===== src/rtl/rs_dispatch_pkg.sv =====
// Shared opcodes and the reservation-station entry layout for rs_dispatch.
package rs_dispatch_pkg;

  localparam int RS_DW = 8;
  localparam int RS_TW = 3;

  localparam logic [3:0] FN_ADD = 4'b0000;
  localparam logic [3:0] FN_SUB = 4'b0001;
  localparam logic [3:0] FN_MUL = 4'b0010;
  localparam logic [3:0] FN_DIV = 4'b0011;
  localparam logic [3:0] FN_LD  = 4'b0100;
  localparam logic [3:0] FN_ST  = 4'b0101;

  // Field widths follow RS_DW/RS_TW; rs_dispatch defaults DW/TW to these.
  typedef struct packed {
    logic             busy;
    logic             inflight;
    logic [3:0]       func;
    logic [3:0]       rd;
    logic [RS_TW-1:0] rob;
    logic [RS_DW-1:0] v1;
    logic [RS_TW-1:0] q1;
    logic             r1;
    logic [RS_DW-1:0] v2;
    logic [RS_TW-1:0] q2;
    logic             r2;
  } rs_ent_t;

endpackage


===== src/rtl/rs_pick_first.sv =====
// Lowest-index priority selector: one-hot grant plus an any-request flag.
module rs_pick_first #(
  parameter int N = 3
) (
  input  logic [N-1:0] req,
  output logic [N-1:0] gnt,
  output logic         any
);

  always_comb begin
    gnt = '0;
    any = 1'b0;
    for (int i = 0; i < N; i++) begin
      if (req[i] && !any) begin
        gnt[i] = 1'b1;
        any    = 1'b1;
      end
    end
  end

endmodule


===== src/rtl/rs_dispatch.sv =====
// Reservation station: issue into free slots, CDB wakeup, in-order-by-index
// dispatch to a single execution unit, and free-on-completion.
module rs_dispatch
  import rs_dispatch_pkg::*;
#(
  parameter int NUM_ENT = 3,
  parameter int DW      = RS_DW,
  parameter int TW      = RS_TW
) (
  input  logic          clk1,
  input  logic          rst,
  input  logic          iss_valid,
  output logic          iss_ready,
  input  logic [3:0]    iss_func,
  input  logic [3:0]    iss_rd,
  input  logic [TW-1:0] iss_rob,
  input  logic [DW-1:0] iss_v1,
  input  logic [DW-1:0] iss_v2,
  input  logic [TW-1:0] iss_q1,
  input  logic [TW-1:0] iss_q2,
  input  logic          iss_r1,
  input  logic          iss_r2,
  input  logic          cdb_valid,
  input  logic [TW-1:0] cdb_rob,
  input  logic [DW-1:0] cdb_data,
  input  logic          exec_ready,
  output logic          exec_b,
  output logic [3:0]    func,
  output logic [DW-1:0] rs1_data,
  output logic [DW-1:0] rs2_data,
  output logic [TW-1:0] rob_ind,
  output logic [3:0]    rd,
  output logic [TW-1:0] rs_index,
  input  logic          flush
);

  rs_ent_t ent   [NUM_ENT];
  rs_ent_t ent_n [NUM_ENT];
  rs_ent_t sel;

  logic [NUM_ENT-1:0] free_vec, rdy_vec, free_gnt, disp_gnt;
  logic               any_free, any_rdy, do_iss, do_disp, hit1, hit2;
  logic [TW-1:0]      sel_idx;

  // Eligibility looks only at registered state, so a wakeup is never
  // bypassed straight into dispatch and a freed slot is not reused same cycle.
  always_comb begin
    free_vec = '0;
    rdy_vec  = '0;
    for (int i = 0; i < NUM_ENT; i++) begin
      free_vec[i] = !ent[i].busy;
      rdy_vec[i]  = ent[i].busy && !ent[i].inflight && ent[i].r1 && ent[i].r2;
    end
  end

  rs_pick_first #(.N(NUM_ENT)) u_pick_free (.req(free_vec), .gnt(free_gnt), .any(any_free));
  rs_pick_first #(.N(NUM_ENT)) u_pick_disp (.req(rdy_vec),  .gnt(disp_gnt), .any(any_rdy));

  assign iss_ready = any_free;
  assign do_iss    = iss_valid && any_free && !flush;
  assign do_disp   = exec_ready && any_rdy && !flush;
  assign hit1      = cdb_valid && !iss_r1 && (iss_q1 == cdb_rob);
  assign hit2      = cdb_valid && !iss_r2 && (iss_q2 == cdb_rob);

  always_comb begin
    sel     = '0;
    sel_idx = '0;
    for (int i = 0; i < NUM_ENT; i++) begin
      if (disp_gnt[i]) begin
        sel     = ent[i];
        sel_idx = TW'(i);
      end
    end
  end

  always_comb begin
    for (int i = 0; i < NUM_ENT; i++) begin
      ent_n[i] = ent[i];
      if (cdb_valid && ent[i].busy) begin
        if (ent[i].inflight) begin
          if (ent[i].rob == cdb_rob) begin
            ent_n[i].busy     = 1'b0;
            ent_n[i].inflight = 1'b0;
          end
        end else begin
          if (!ent[i].r1 && ent[i].q1 == cdb_rob) begin
            ent_n[i].v1 = cdb_data;
            ent_n[i].r1 = 1'b1;
          end
          if (!ent[i].r2 && ent[i].q2 == cdb_rob) begin
            ent_n[i].v2 = cdb_data;
            ent_n[i].r2 = 1'b1;
          end
        end
      end
      if (do_disp && disp_gnt[i])
        ent_n[i].inflight = 1'b1;
      if (do_iss && free_gnt[i]) begin
        ent_n[i].busy     = 1'b1;
        ent_n[i].inflight = 1'b0;
        ent_n[i].func     = iss_func;
        ent_n[i].rd       = iss_rd;
        ent_n[i].rob      = iss_rob;
        ent_n[i].q1       = iss_q1;
        ent_n[i].q2       = iss_q2;
        ent_n[i].v1       = hit1 ? cdb_data : iss_v1;
        ent_n[i].v2       = hit2 ? cdb_data : iss_v2;
        ent_n[i].r1       = iss_r1 || hit1;
        ent_n[i].r2       = iss_r2 || hit2;
      end
      if (flush) begin
        ent_n[i].busy     = 1'b0;
        ent_n[i].inflight = 1'b0;
      end
    end
  end

  always_ff @(posedge clk1) begin
    if (rst) begin
      for (int i = 0; i < NUM_ENT; i++) ent[i] <= '0;
    end else begin
      for (int i = 0; i < NUM_ENT; i++) ent[i] <= ent_n[i];
    end
  end

  // Payload only moves on a dispatch so it holds while exec_b is low.
  always_ff @(posedge clk1) begin
    if (rst) begin
      exec_b   <= 1'b0;
      func     <= '0;
      rs1_data <= '0;
      rs2_data <= '0;
      rob_ind  <= '0;
      rd       <= '0;
      rs_index <= '0;
    end else begin
      exec_b <= do_disp;
      if (do_disp) begin
        func     <= sel.func;
        rs1_data <= sel.v1;
        rs2_data <= sel.v2;
        rob_ind  <= sel.rob;
        rd       <= sel.rd;
        rs_index <= sel_idx;
      end
    end
  end

endmodule


===== config.mk =====
export PLATFORM = sky130hd
export DESIGN_NAME = rs_dispatch
export DESIGN_NICKNAME = d
export VERILOG_FILES = /design/src/rtl/rs_dispatch_pkg.sv /design/src/rtl/rs_pick_first.sv /design/src/rtl/rs_dispatch.sv
export SDC_FILE = /design/constraint.sdc
export NUM_CORES = 1
export LEC_CHECK = 0
export BUFFER_PORTS_ARGS = -buffer_cell sky130_fd_sc_hd__buf_4
export CAP_MARGIN = 5
export CORE_ASPECT_RATIO = 0.9
export CORE_MARGIN = 2
export CORE_UTILIZATION = 58
export CTS_CLUSTER_SIZE = 10
export DETAILED_ROUTE_END_ITERATION = 8
export PLACE_DENSITY = 0.87
export SETUP_SLACK_MARGIN = 0.3
export SLEW_MARGIN = 40
export SYNTH_ARGS = -nofsm -noshare
export SYNTH_HDL_FRONTEND = slang
export SYNTH_SLANG_ARGS = --single-unit

===== constraint.sdc =====
create_clock -name clk1 -period 2.32 [get_ports clk1]
set_input_delay 0.232 -clock clk1 [delete_from_list [all_inputs] [get_ports clk1]]
set_output_delay 0.232 -clock clk1 [all_outputs]
set_load 0.1 [all_outputs]

After elaboration in Yosys (flattened, before gate mapping)
Memory sizes are Yosys's and may differ from the RTL's.
Cells that the tools add are included.
{"block": "word_totals", "regBits": 31, "ramBits": 111, "inputBits": 52, "output_inout_bits": 32, "word_cells": 148, "memories": 1}
{"name": "ent", "depth": 3, "width": 37, "read_ports": 3, "rd_clocked_by_memory_dff": 0, "wr": 3, "line_no": "rs_dispatch.sv:37", "text": "rs_ent_t ent [NUM_ENT];"}
{"block": "op_classes", "eq_ne": 11, "mux": 71, "bitwise_logic": 3, "reduce_logical": 55}
{"op": "$mux 37", "count": 6}
{"op": "$mux 8", "count": 14}
{"op": "$mux 35", "count": 3}
{"op": "$mux 9", "count": 6}
{"op": "$logic_and 1x1->1", "count": 36}
{"op": "$eq 3x3->1", "count": 11}
{"op": "$mux 1", "count": 29}
{"op": "$mux 2", "count": 12}
{"op": "$logic_not 1->1", "count": 17}
{"op": "$mux 3", "count": 1}
{"op": "$or 1x1->1", "count": 3}
{"op": "$logic_or 1x1->1", "count": 2}

Logic depth before layout (Yosys ltp)
An unclocked memory read counts as a cell.
{"block": "logic_depth", "ltp_word": 19, "mapped_depth": 7, "depth_no_buf": 4}

Cells and area by module
A second synthesis with hierarchy kept.
{"block": "unflattened", "hier_cells": 855, "hier_area_um2": 6890.4}
{"module": "rs_dispatch", "instances": 1, "cells_per_inst": 847, "area_each_um2": 6830.3, "seq_area_each_um2": 2822.7}
{"module": "rs_pick_first", "instances": 2, "cells_per_inst": 4, "area_each_um2": 30.0, "seq_area_each_um2": 0.0}

Least setup slack after synthesis
No wires, ideal clock.
{"block": "synth_path", "path_kind": "reg-to-reg", "startpoint": "memory ent[0][0] in the netlist's numbering", "endpoint": "register rd[0]", "setup_time_ps": 132, "t_arrival_ps": 1538, "t_required_ps": 2188, "path_slack_ps": 650, "stages_incl_launch_ff": 7, "n_path_buf": 3, "period_less_slack_ps": 1670, "path_cell_list": "dfxtp_1 -> and4b_1 -> buf_2 -> o311a_1 -> clkbuf_1 -> buf_1 -> a21oi_1"}
{"item": "from (decl)", "line_no": "rs_dispatch.sv:37"}
{"item": "to (signal assigned)", "line_no": "rs_dispatch.sv:143", "text": "rd <= sel.rd;"}
{"item": "to (decl)", "line_no": "rs_dispatch.sv:32", "text": "output logic [3:0] rd,"}

==> run summary <==
Status -> finished clean
First-pass GRT wire length -> 33400 um
Required time of the critical path -> 2.61 ns
Reg2Reg Depth -> 4
Rel. slew slack -> 0.488
Die Span Y -> 106 um
Clock Sinks -> 141
Worst Skew -> 0.00606 ns
Combinational power share -> 0.083
Nets@finish -> 910
Max Root-Sink Buffers -> 2
Gpl congestion -> 0.910
All-layer global routing usage -> 0.333
Dpl cell area -> 7510 um^2
Antenna diode count -> 0
Htree depth -> 4
Clock power frac -> 0.452
Worst r2r dst -> ent[0][59]
DP HPWL -> 14000 um
Layout area overhead -> 19.1%
Ys flop type -> dfxtp_1
Sw Ratio -> 0.240
Endpoint type of the worst setup path -> flop
Synthesized area -> 6750 um^2
Final worst-path cycle share -> 0.821
Final setup TNS -> 0 ns
Core area -> 11400 um^2
PortBufs -> 82
Synth cell types -> 55
Fin. Hold Viols -> 0
DIE AREA -> 12500 um^2
Hold Crit Class -> in -> reg
Setup CP Type -> reg -> reg
Tightest Pin Transition -> 0.768 ns
Post-cts sizing count -> 0
Die Width -> 118 um
Yosys warnings -> 0
Initial Utilization -> 0.593
Max Fclk -> 0.525 GHz
Fin. max-slew vios -> 0
CP arrival -> 2.19 ns
Int Pwr -> 4.06 mW
Hold_buf cts -> 0
Post-route antenna net violation count -> 0
Pwr per Cell Area -> 665 nW/um^2
Final wirelength -> 21000 um
IO Pins -> 84
Crit Reg-Reg Startpoint -> ent[0][73]
Total CTS buffers -> 17
Startpoint types -> flop
Power, Total -> 5.35 mW
Seq cells post-synth -> 141
Drt drc -> 0
Worst setup path start -> ent[0][73]
Worst-Skew Late Latency -> 0.42 ns
Maximum fanout along the worst path -> 9
Avg WL per Cell -> 20.5 um
Largest net degree at the start of global routing -> 55
Clock root buffer -> clkbuf_16
Flop-to-flop setup slack -> 0.42 ns
RSZ-0062 raised after global routing -> no
# Post-CTS Setup Buffers -> 0
Max Cap Viol -> 0
Period minus WS final -> 1.90 ns
Post-synth EDFFs -> 0
Syn Nets -> 853
Reg power frac -> 0.465
CTS tree -> done
Post-DR vias/cell -> 6.64
Gr ovfl total -> 0
Final instance area -> 8040 um^2
Row count -> 37
Share of cells above drive strength 1 -> 0.175
TritonRoute pass-1 iters -> 7
Crit path capture -> ent[0][59]
P_leak -> 2.99 nW
Net Switching -> 1.29 mW
Register area share after synthesis -> 0.418
Initial antenna violation count -> 0
FFs w/ async S/R, synth -> 0
Vias in the first global route -> 6597
Maximum vdd drop -> 0.515 mV
Syn Inst Count -> 801
Initial DRC Count -> 974
Mapped Avg Cell Area -> 8.43 um^2
Setup-failing EPs final -> 0
Via count -> 6806
Worst-path clk slew -> 0.06 ns
-- placed cells by master (no fill, tap or decap), drive strengths merged, types with 4 or more instances in the layout --
| cell type | instances |
|---|---|
| nand3 | 30 |
| a22o | 13 |
| a21oi | 140 |
| nand4 | 9 |
| and4 | 6 |
| xor2 | 12 |
| a211oi | 6 |
| o2bb2ai | 13 |
| nor3 | 6 |
| mux2i | 30 |
| a221oi | 32 |
| clkinv | 4 |
| a41oi | 11 |
| dfxtp | 141 |
| buf | 114 |
| and3 | 4 |
| clkbuf | 24 |
| inv | 25 |
| o21ai | 38 |
| nand2 | 112 |
| o32ai | 14 |
| a31oi | 23 |
| xnor2 | 21 |
-- synthesized netlist by cell type, types with 6 or more instances --
| master | n | area [um^2] |
|---|---|---|
| buf_2 | 8 | 40.0 |
| clkbuf_1 | 51 | 191 |
| nand3_1 | 30 | 150 |
| a41oi_1 | 11 | 96.3 |
| a211oi_1 | 6 | 45.0 |
| a31oi_1 | 23 | 144 |
| nand2_1 | 112 | 420 |
| o21ai_0 | 36 | 180 |
| dfxtp_1 | 141 | 2820 |
| xnor2_1 | 21 | 184 |
| nand4_1 | 9 | 56.3 |
| a21oi_1 | 140 | 701 |
| buf_1 | 8 | 30.0 |
| mux2i_1 | 30 | 300 |
| inv_1 | 25 | 93.8 |
| a22o_1 | 13 | 114 |
| a221oi_1 | 32 | 280 |
| and4_1 | 6 | 52.6 |
| xor2_1 | 11 | 96.3 |
| o32ai_1 | 14 | 123 |
| o2bb2ai_1 | 13 | 114 |
-- worst max-delay path, stage by stage (launching register included) --
cell      delay (ns)
dfxtp_1         0.54
and3b_1         0.32
nand4_1         0.39
o21ai_0         0.39
a221oi_1        0.14
-- kinds of logic (layout without fill, tap and decap cells) --
kind of cell,Yosys count,after routing,share of synthesized area
compound gates,302,302,0.288
xor+xnor,33,33,0.0456
buf+inv,101,169,0.0623
flops,141,141,0.418
mux,32,32,0.0478
other cells,1,1,0.000555
simple gates,191,191,0.138
-- power groups by stage --
stage | Combinational (mW) | Clock (mW) | Sequential (mW)
2_1_floorplan | 0.258 | 0 | 2.53
3_3_place_gp | 0.412 | 0 | 2.54
3_5_place_dp | 0.427 | 0 | 2.54
4_1_cts | 0.431 | 2.43 | 2.49
5_1_grt | 0.469 | 2.53 | 2.49
6_report | 0.444 | 2.42 | 2.49
-- per-layer routing --
metal	vias up	part of all wire	track usage
li1	3063	-	-
met1	3207	0.39	0.417
met2	455	0.46	0.520
met3	81	0.11	0.0896
met4	0	0.040	0.189
met5	-	0	0
-- worst min path at each step --
stage                     start           to  cells after the start
floorplan             iss_rd[0]  ent[0][101]                      2
global placement    ent[0][107]  ent[0][107]                      2
detailed placement   ent[0][67]   ent[0][67]                      2
CTS                   iss_rd[3]   ent[0][67]                      3
global route          iss_rd[0]   ent[0][64]                      3
finish              iss_func[2]  ent[0][107]                      3
-- metrics by stage --
stage | hold slack (ns) | cells | util | setup WS [ns]
final | 0.0731 | 1025 | 0.706 | 0.416
after global routing | 0.0720 | 1025 | 0.706 | 0.325
after global placement | 0.442 | 995 | 0.660 | 0.401
after detailed placement | 0.447 | 995 | 0.660 | 0.383
after floorplan | 0.368 | 801 | - | 0.650
after CTS | 0.0611 | 1025 | 0.705 | 0.432
-- sequential cells by signal, indices dropped and copies added (netlist names) --
signal	count
rob_ind	3
rs2_data	8
ent	111
exec_b	1
func	4
rs_index	2
rd	4
rs1_data	8
-- cell type report --
class	count	area, um^2
inverters	25	93.8
multi-input cells	559	3540
repair buffers	114	872
clock inverters	6	38.8
flip-flops and latches	141	2820
clock buffers	24	482
fillers	906	3350
well taps	156	195
Power figures use the tool's default switching activity.
